**config.mk**
```make
export PLATFORM = sky130hd
export DESIGN_NAME = mac_result_drain
export DESIGN_NICKNAME = d
export VERILOG_FILES = /design/src/rtl/sys_pkg.sv /design/src/rtl/mac_result_drain.sv
export SDC_FILE = /design/constraint.sdc
export NUM_CORES = 1
export LEC_CHECK = 0
export ABC_CLOCK_PERIOD_IN_PS = 1620
export CAP_MARGIN = 10
export CORE_ASPECT_RATIO = 0.5
export CORE_UTILIZATION = 44
export DETAILED_ROUTE_END_ITERATION = 8
export PLACE_DENSITY = 0.81
export SLEW_MARGIN = 15
export SYNTH_ARGS = -nofsm -noshare
export SYNTH_HDL_FRONTEND = slang
export SYNTH_SLANG_ARGS = --single-unit
```
**constraint.sdc**
```tcl
create_clock -name clk -period 1.62 [get_ports clk]
set_input_delay 0.324 -clock clk [delete_from_list [all_inputs] [get_ports clk]]
set_output_delay 0.324 -clock clk [all_outputs]
set_load 0.005 [all_outputs]
```
**src/rtl/sys_pkg.sv**
```systemverilog
// Shared definitions for the systolic multiplier: operand/sum widths,
// default PE row length and the result-drain state encoding.
package sys_pkg;

  localparam int SUM_W  = 10;
  localparam int OP_W   = 4;
  localparam int NUM_PE = 4;

  typedef enum logic [0:0] {
    IDLE = 1'b0,
    SEND = 1'b1
  } drain_state_t;

endpackage

```
**src/rtl/mac_result_drain.sv**
```systemverilog
// Result drain for a MAC PE row: snapshots all PE sums on a capture pulse,
// clears the row for the next accumulation and streams the captured sums
// out one per beat over valid/ready.
module mac_result_drain #(
  parameter int NUM_PE = sys_pkg::NUM_PE,
  parameter int SUM_W  = sys_pkg::SUM_W,
  parameter int IDX_W  = $clog2(NUM_PE)
) (
  input  logic                    clk,
  input  logic                    res,
  input  logic [NUM_PE*SUM_W-1:0] sum_in,
  input  logic                    cap,
  output logic                    cap_ready,
  output logic                    pe_clr,
  output logic [SUM_W-1:0]        out_data,
  output logic [IDX_W-1:0]        out_idx,
  output logic                    out_last,
  output logic                    out_valid,
  input  logic                    out_ready,
  output logic                    busy,
  output logic                    overrun,
  input  logic                    ovr_clr
);

  localparam logic [IDX_W-1:0] LAST_IDX = IDX_W'(NUM_PE - 1);

  sys_pkg::drain_state_t state;
  logic [IDX_W-1:0]      idx;
  logic [IDX_W-1:0]      idx_nxt;
  logic [SUM_W-1:0]      sbuf [NUM_PE];
  logic                  accept;
  logic                  drop;
  logic                  xfer;

  // A capture slot opens in IDLE or on the edge where the last beat leaves.
  always_comb begin
    cap_ready = (state == sys_pkg::IDLE) ||
                ((state == sys_pkg::SEND) && out_last && out_ready);
    accept    = cap && cap_ready;
    drop      = cap && !cap_ready;
    xfer      = out_valid && out_ready;
    idx_nxt   = idx + 1'b1;
  end

  // Shadow buffer: reloaded only by an accepted capture, held otherwise.
  always_ff @(posedge clk or negedge res) begin
    if (!res) begin
      for (int k = 0; k < NUM_PE; k++) sbuf[k] <= '0;
    end else if (accept) begin
      for (int k = 0; k < NUM_PE; k++) sbuf[k] <= sum_in[k*SUM_W +: SUM_W];
    end
  end

  // Drain FSM and registered beat outputs; data/idx/last only move on a
  // transfer or a capture, so they hold steady under backpressure.
  always_ff @(posedge clk or negedge res) begin
    if (!res) begin
      state     <= sys_pkg::IDLE;
      idx       <= '0;
      out_data  <= '0;
      out_last  <= 1'b0;
      out_valid <= 1'b0;
      busy      <= 1'b0;
    end else if (accept) begin
      // First beat comes straight from sum_in since the buffer loads now.
      state     <= sys_pkg::SEND;
      idx       <= '0;
      out_data  <= sum_in[SUM_W-1:0];
      out_last  <= 1'b0;
      out_valid <= 1'b1;
      busy      <= 1'b1;
    end else if (xfer) begin
      if (out_last) begin
        state     <= sys_pkg::IDLE;
        idx       <= '0;
        out_last  <= 1'b0;
        out_valid <= 1'b0;
        busy      <= 1'b0;
      end else begin
        idx      <= idx_nxt;
        out_data <= sbuf[idx_nxt];
        out_last <= (idx_nxt == LAST_IDX);
      end
    end
  end

  // One-cycle PE row clear following each accepted capture.
  always_ff @(posedge clk or negedge res) begin
    if (!res) pe_clr <= 1'b0;
    else      pe_clr <= accept;
  end

  // Sticky overrun flag; a dropped capture beats a simultaneous clear.
  always_ff @(posedge clk or negedge res) begin
    if (!res)         overrun <= 1'b0;
    else if (drop)    overrun <= 1'b1;
    else if (ovr_clr) overrun <= 1'b0;
  end

  assign out_idx = idx;

endmodule
```
---- After elaboration in Yosys (flattened, before gate mapping) ----
Index checks and enable logic that the tools add are counted.
storage, ports and cells
  bits in registers ....................... 56
  bits of input ports ..................... 45
  output and inout bits ................... 18
  word-level logic and storage cells ...... 45
operators by class
  add/subtract/negate cells ............... 1
  magnitude comparators ................... 1
  equal/unequal tests ..................... 2
  muxes and demuxes ....................... 17
  bitwise gates (word level) .............. 2
  reduce and logical (&&, ||, !) cells .... 12
operators by type and width
  kind                   number
  $mux W10               5
  $bmux W10 S2           1
  $mux W1                8
  $mux W2                3
  $reduce_bool A2 Y1     3
  $logic_and A1 B1 Y1    5
  $reduce_and A2 Y1      2
  $ge A3 B3 Y1 const B   1
  $not A2 Y3             1
  $add A2 B1 Y2 const B  1
  $eq A2 B2 Y1 const B   1
  $ne A2 B1 Y1 const B   1
  $logic_not A1 Y1       1
  $logic_or A1 B1 Y1     1
  $not A1 Y1             1

---- Logic depth before layout (Yosys ltp) ----
  depth in word-level cells ............... 8
  depth in mapped cells ................... 8
  depth with buffers taken out ............ 5

---- Worst setup path after synthesis ----
Ideal clock, no wire load.
  kind .................................... register -> register
  from .................................... register idx[0], in the netlist out_idx[0]
  to ...................................... register out_data[3]
  setup time .............................. 126 ps
  data arrival time ....................... 1678 ps
  data required time ...................... 1494 ps
  path slack .............................. -184 ps
  cell stages (with the launch flop) ...... 8
  path buffers ............................ 3
  period minus slack after synthesis ...... 1804 ps
  cell sequence ........................... dfrtp_1 -> buf_6 -> buf_12 -> inv_1 -> ha_1 -> buf_6 -> mux4_2 -> a221o_1
on the way
  cells in the longest elaborated chain, start to end .. 8
RTL lines
  element                                       RTL line                source
  start, declared                               mac_result_drain.sv:28  logic [IDX_W-1:0] idx;
  start signal, assigned                        mac_result_drain.sv:80  idx <= idx_nxt;
  $add A2 B1 Y2                                 mac_result_drain.sv:42  idx_nxt = idx + 1'b1;
  $not A2 Y3 (not written as such)              mac_result_drain.sv:81  out_data <= sbuf[idx_nxt];
  $bmux W10 S2                                  mac_result_drain.sv:81
  $mux W10 (not written as such) (2 in series)  mac_result_drain.sv:81
  $mux W10                                      mac_result_drain.sv:73  if (out_last) begin
  $mux W10                                      mac_result_drain.sv:72  end else if (xfer) begin
  $mux W10                                      mac_result_drain.sv:64  end else if (accept) begin
  end signal, assigned                          mac_result_drain.sv:68  out_data <= sum_in[SUM_W-1:0];
  end signal, assigned                          mac_result_drain.sv:81
  end, declared                                 mac_result_drain.sv:15  output logic [SUM_W-1:0] out_data,
Every way passes these cells. The select of a mux whose other input is x is not followed.
A chain may end at the register's enable or synchronous reset.

---- Final worst setup path ----
  from .................................... register idx[0], in the netlist out_idx[0]
  to ...................................... register out_data[7]
The elaborated chain is that of the path after synthesis.

==> summary.md <==
| Metric | Value |
|---|---|
| Crit path DAT | 1760 ps |
| Most used flip-flop cell after synthesis | dfrtp_1 |
| Crit Path Class | reg2reg |
| Max VDD drop | 1.05 mV |
| Clock Latency Late Sink | 290 ps |
| All-Layer GR Usage | 18.8% |
| Crit path largest cell delay | 430 ps |
| Initial DRT Pass Iterations | 4 |
| Share of cells above drive strength 1 | 30.6% |
| Crit-path cells | inv_4 -> ha_4 -> mux4_2 -> a221o_1 |
| Die Width | 109 µm |
| N_diodes | 0 |
| Status | finished, final reports clean |
| Cell Area, Synth | 2500 µm² |
| Slew margin rel. | 64.7% |
| Worst-Margin Slew | 529 ps |
| Synth warn | 0 |
| Clk Tree Root Cell | clkbuf_16 |
| Clock transition at path regs | 70 ps |
| Initial Util | 48.1% |
| Leakage | 1.59 nW |
| Final hold vios | 0 |
| Number of global-route vias before repair | 1,763 |
| CP Buf/Inv Count | 1 |
| WP data required | 1790 ps |
| CP max stage cell | dfrtp_2 |
| DIE AREA | 6010 µm² |
| Die Ht | 55.3 µm |
| Setup violators final | 0 |
| Post-synthesis cell count | 164 |
| Sequential power share | 38.0% |
| Worst min-delay path category | in2async |
| Uppermost routed layer | met4 |
| H-tree depth | 2 |
| R2r startpoint | out_idx[0]$_DFFE_PN0P_ |
| Distinct cell type count after synthesis | 29 |
| Routed wire length | 5.14 mm |
| Maximum root-to-sink buffer count | 2 |
| Async S/R FF share, synth | 100% |
| Multi-input logic area | 968 µm² |
| CTS tree | yes |
| Post-route ant nets | 0 |
| Drc violations | 0 |
| Post-synth EDFFs | 0 |
| Initial antenna violation count | 0 |
| Fillers | 380 |
| Via density | 5.34 |
| Syn Nets | 210 |
| Number of DRC markers in iteration 0 | 69 |
| Port Buffers | 62 |
| Core area | 5200 µm² |
| Tcrit/Tclk final | 98.2% |
| Yosys reg bits | 56 |
| Area contributors post-synth | dfrtp_1 (56%), mux2_2 (14%), mux4_2 (5.4%) |
| Area post-placement | 3210 µm² |
| Clock skew | 3.57 ps |
| IO Pins | 63 |
| Startpoint types | flop |
| Setup crit start | out_idx[0]$_DFFE_PN0P_ |
| Top cell type's share of synthesized area | 56.0% |
| Max-cap violation count | 0 |
| Global-route wire length before repair | 8.66 mm |
| Register area | 1400 µm² |
| Routability Congestion | 0.752 |
| Via count | 1,630 |
| Max Freq | 628 MHz |
| Final HPWL DP | 3.63 mm |
| Finished Cell Area | 3440 µm² |
| Slew Limit Fails | 0 |
| Overflow after GRT | 0 |
| Combinational Power Share | 44.1% |
| Layout Nets | 282 |
| Final min period | 1590 ps |
| Seq/Total Area, Yosys | 56.0% |
| CP Capture Type | flop |
| Leading area contributor after synthesis | dfrtp_1 |
| Area grow syn2layout | 37.3% |
| Routed WL per cell | 16.9 µm |
| Switching Fraction | 28.1% |
| Row Count | 18 |
| Syn_area_per_cell | 15.3 µm² |
| Net Sw Power | 1.82 mW |
| Clock share of power | 18.0% |
| Internal power | 4.67 mW |
| Setup repair after global routing missed its margin | yes |
| Critical-path maximum fanout | 11 |
| CTS Sinks | 56 |
| Setup TNS | 0 ps |
| TritonCTS Buffers | 5 |
| M1 WL | 2.22 mm |
| Pwr/cell area | 1890 nW/µm² |
| Met3 Routed Length | 175 µm |
| Largest net degree at the start of global routing | 57 |
| DR WL met2 | 2.69 mm |
| CP delay by family, top | flip-flops |
power groups by stage:
stage	Combinational [mW]	Clock, mW	Sequential [mW]
finish	2.86	1.16	2.46
global route	3.08	1.22	2.54
CTS	2.89	1.18	2.47
detailed placement	2.73	0	2.47
global placement	2.63	0	2.44
floorplan	1.93	0	2.36
metal layers:
| layer | up-vias | global-route usage [%] |
|---|---|---|
| li1 | 750 | - |
| met1 | 839 | 24.2 |
| met2 | 34 | 32.7 |
| met3 | 7 | 3.78 |
| met4 | 0 | 4.63 |
| met5 | - | 0 |
cells by family (layout without fill, tap and decap cells):
family | count (synthesis) | in the layout | share of synthesized area [%]
DFF | 56 | 56 | 56.0
muxes | 42 | 42 | 23.9
AOI/OAI and AO/OA | 27 | 27 | 9.10
and+or+nand+nor | 21 | 21 | 5.05
buffers and inverters | 17 | 88 | 5.45
adders and majority gates | 1 | 1 | 0.500
final cells by class:
cell class                 instances  share of cell area (%)
tap                               70                    2.55
clock inverter                     1                   0.874
inverter                           5                   0.619
timing repair buffer              77                    23.3
clock buffer                       5                    3.64
multi-input combinational         91                    28.2
sequential                        56                    40.8
through the flow:
step	setup slack [ps]	util [%]	instances	hold slack, ps	power (mW)
floorplan	-106	-	164	28.4	4.29
global placement	-240	61.7	295	337	5.08
detailed placement	-253	61.7	295	347	5.20
CTS	3.89	66.0	305	43.2	6.54
global route	-7.74	66.0	305	50.1	6.85
finish	28.5	66.0	305	20.4	6.49
flip-flops by register name, summed over array words and instances, names as in the netlist:
| register | count |
|---|---|
| out_data | 10 |
| out_idx | 2 |
| out_last | 1 |
| overrun | 1 |
| pe_clr | 1 |
| sbuf | 40 |
| state | 1 |
worst register-to-register path: stages, from the launching register on:
cell     delay [ps]
dfrtp_2         430
inv_4            50
ha_4            360
mux4_2          330
a221o_1         310
cells in the final DEF, fill, tap and decap left out, types with 4 or more instances in the layout:
| cell | instances |
|---|---|
| clkdlybuf4s50_1 | 57 |
| mux2_2 | 30 |
| buf_12 | 5 |
| a21o_1 | 10 |
| mux4_2 | 10 |
| buf_4 | 7 |
| nand2_1 | 4 |
| clkbuf_16 | 5 |
| and3_1 | 8 |
| inv_1 | 4 |
| dfrtp_1 | 55 |
| a221o_1 | 10 |
final timing paths:
path                                           endpoint  slack [ps]  cells past startpoint
worst min-delay path               sbuf[12]$_DFFE_PN0P_          20                      2
worst max register to register  out_data[7]$_DFFE_PN0P_          30                      4
worst min register to register     sbuf[34]$_DFFE_PN0P_         480                      1
worst max-delay path            out_data[7]$_DFFE_PN0P_          30                      4
min in group clk                   sbuf[34]$_DFFE_PN0P_         480                      1
max in group asynchronous        out_idx[0]$_DFFE_PN0P_        1320                      2
timing repair:
item                       CTS  global route
setup endpoints to repair   12            12
resized for setup           10             3
hold buffers                 0             0
gates cloned                 0             0
setup buffers                4             1
pin swaps                    0             3
cell usage after synthesis (all sizes together), types with 2 or more instances:
| library cell | count |
|---|---|
| nand2 | 4 |
| a221o | 10 |
| clkbuf | 2 |
| dfrtp | 56 |
| mux2 | 30 |
| nor2 | 3 |
| a21o | 10 |
| mux2i | 2 |
| buf | 10 |
| o21ai | 2 |
| o22ai | 2 |
| and3 | 10 |
| mux4 | 10 |
| inv | 5 |
No activity file was read; power rests on OpenSTA's default activity.
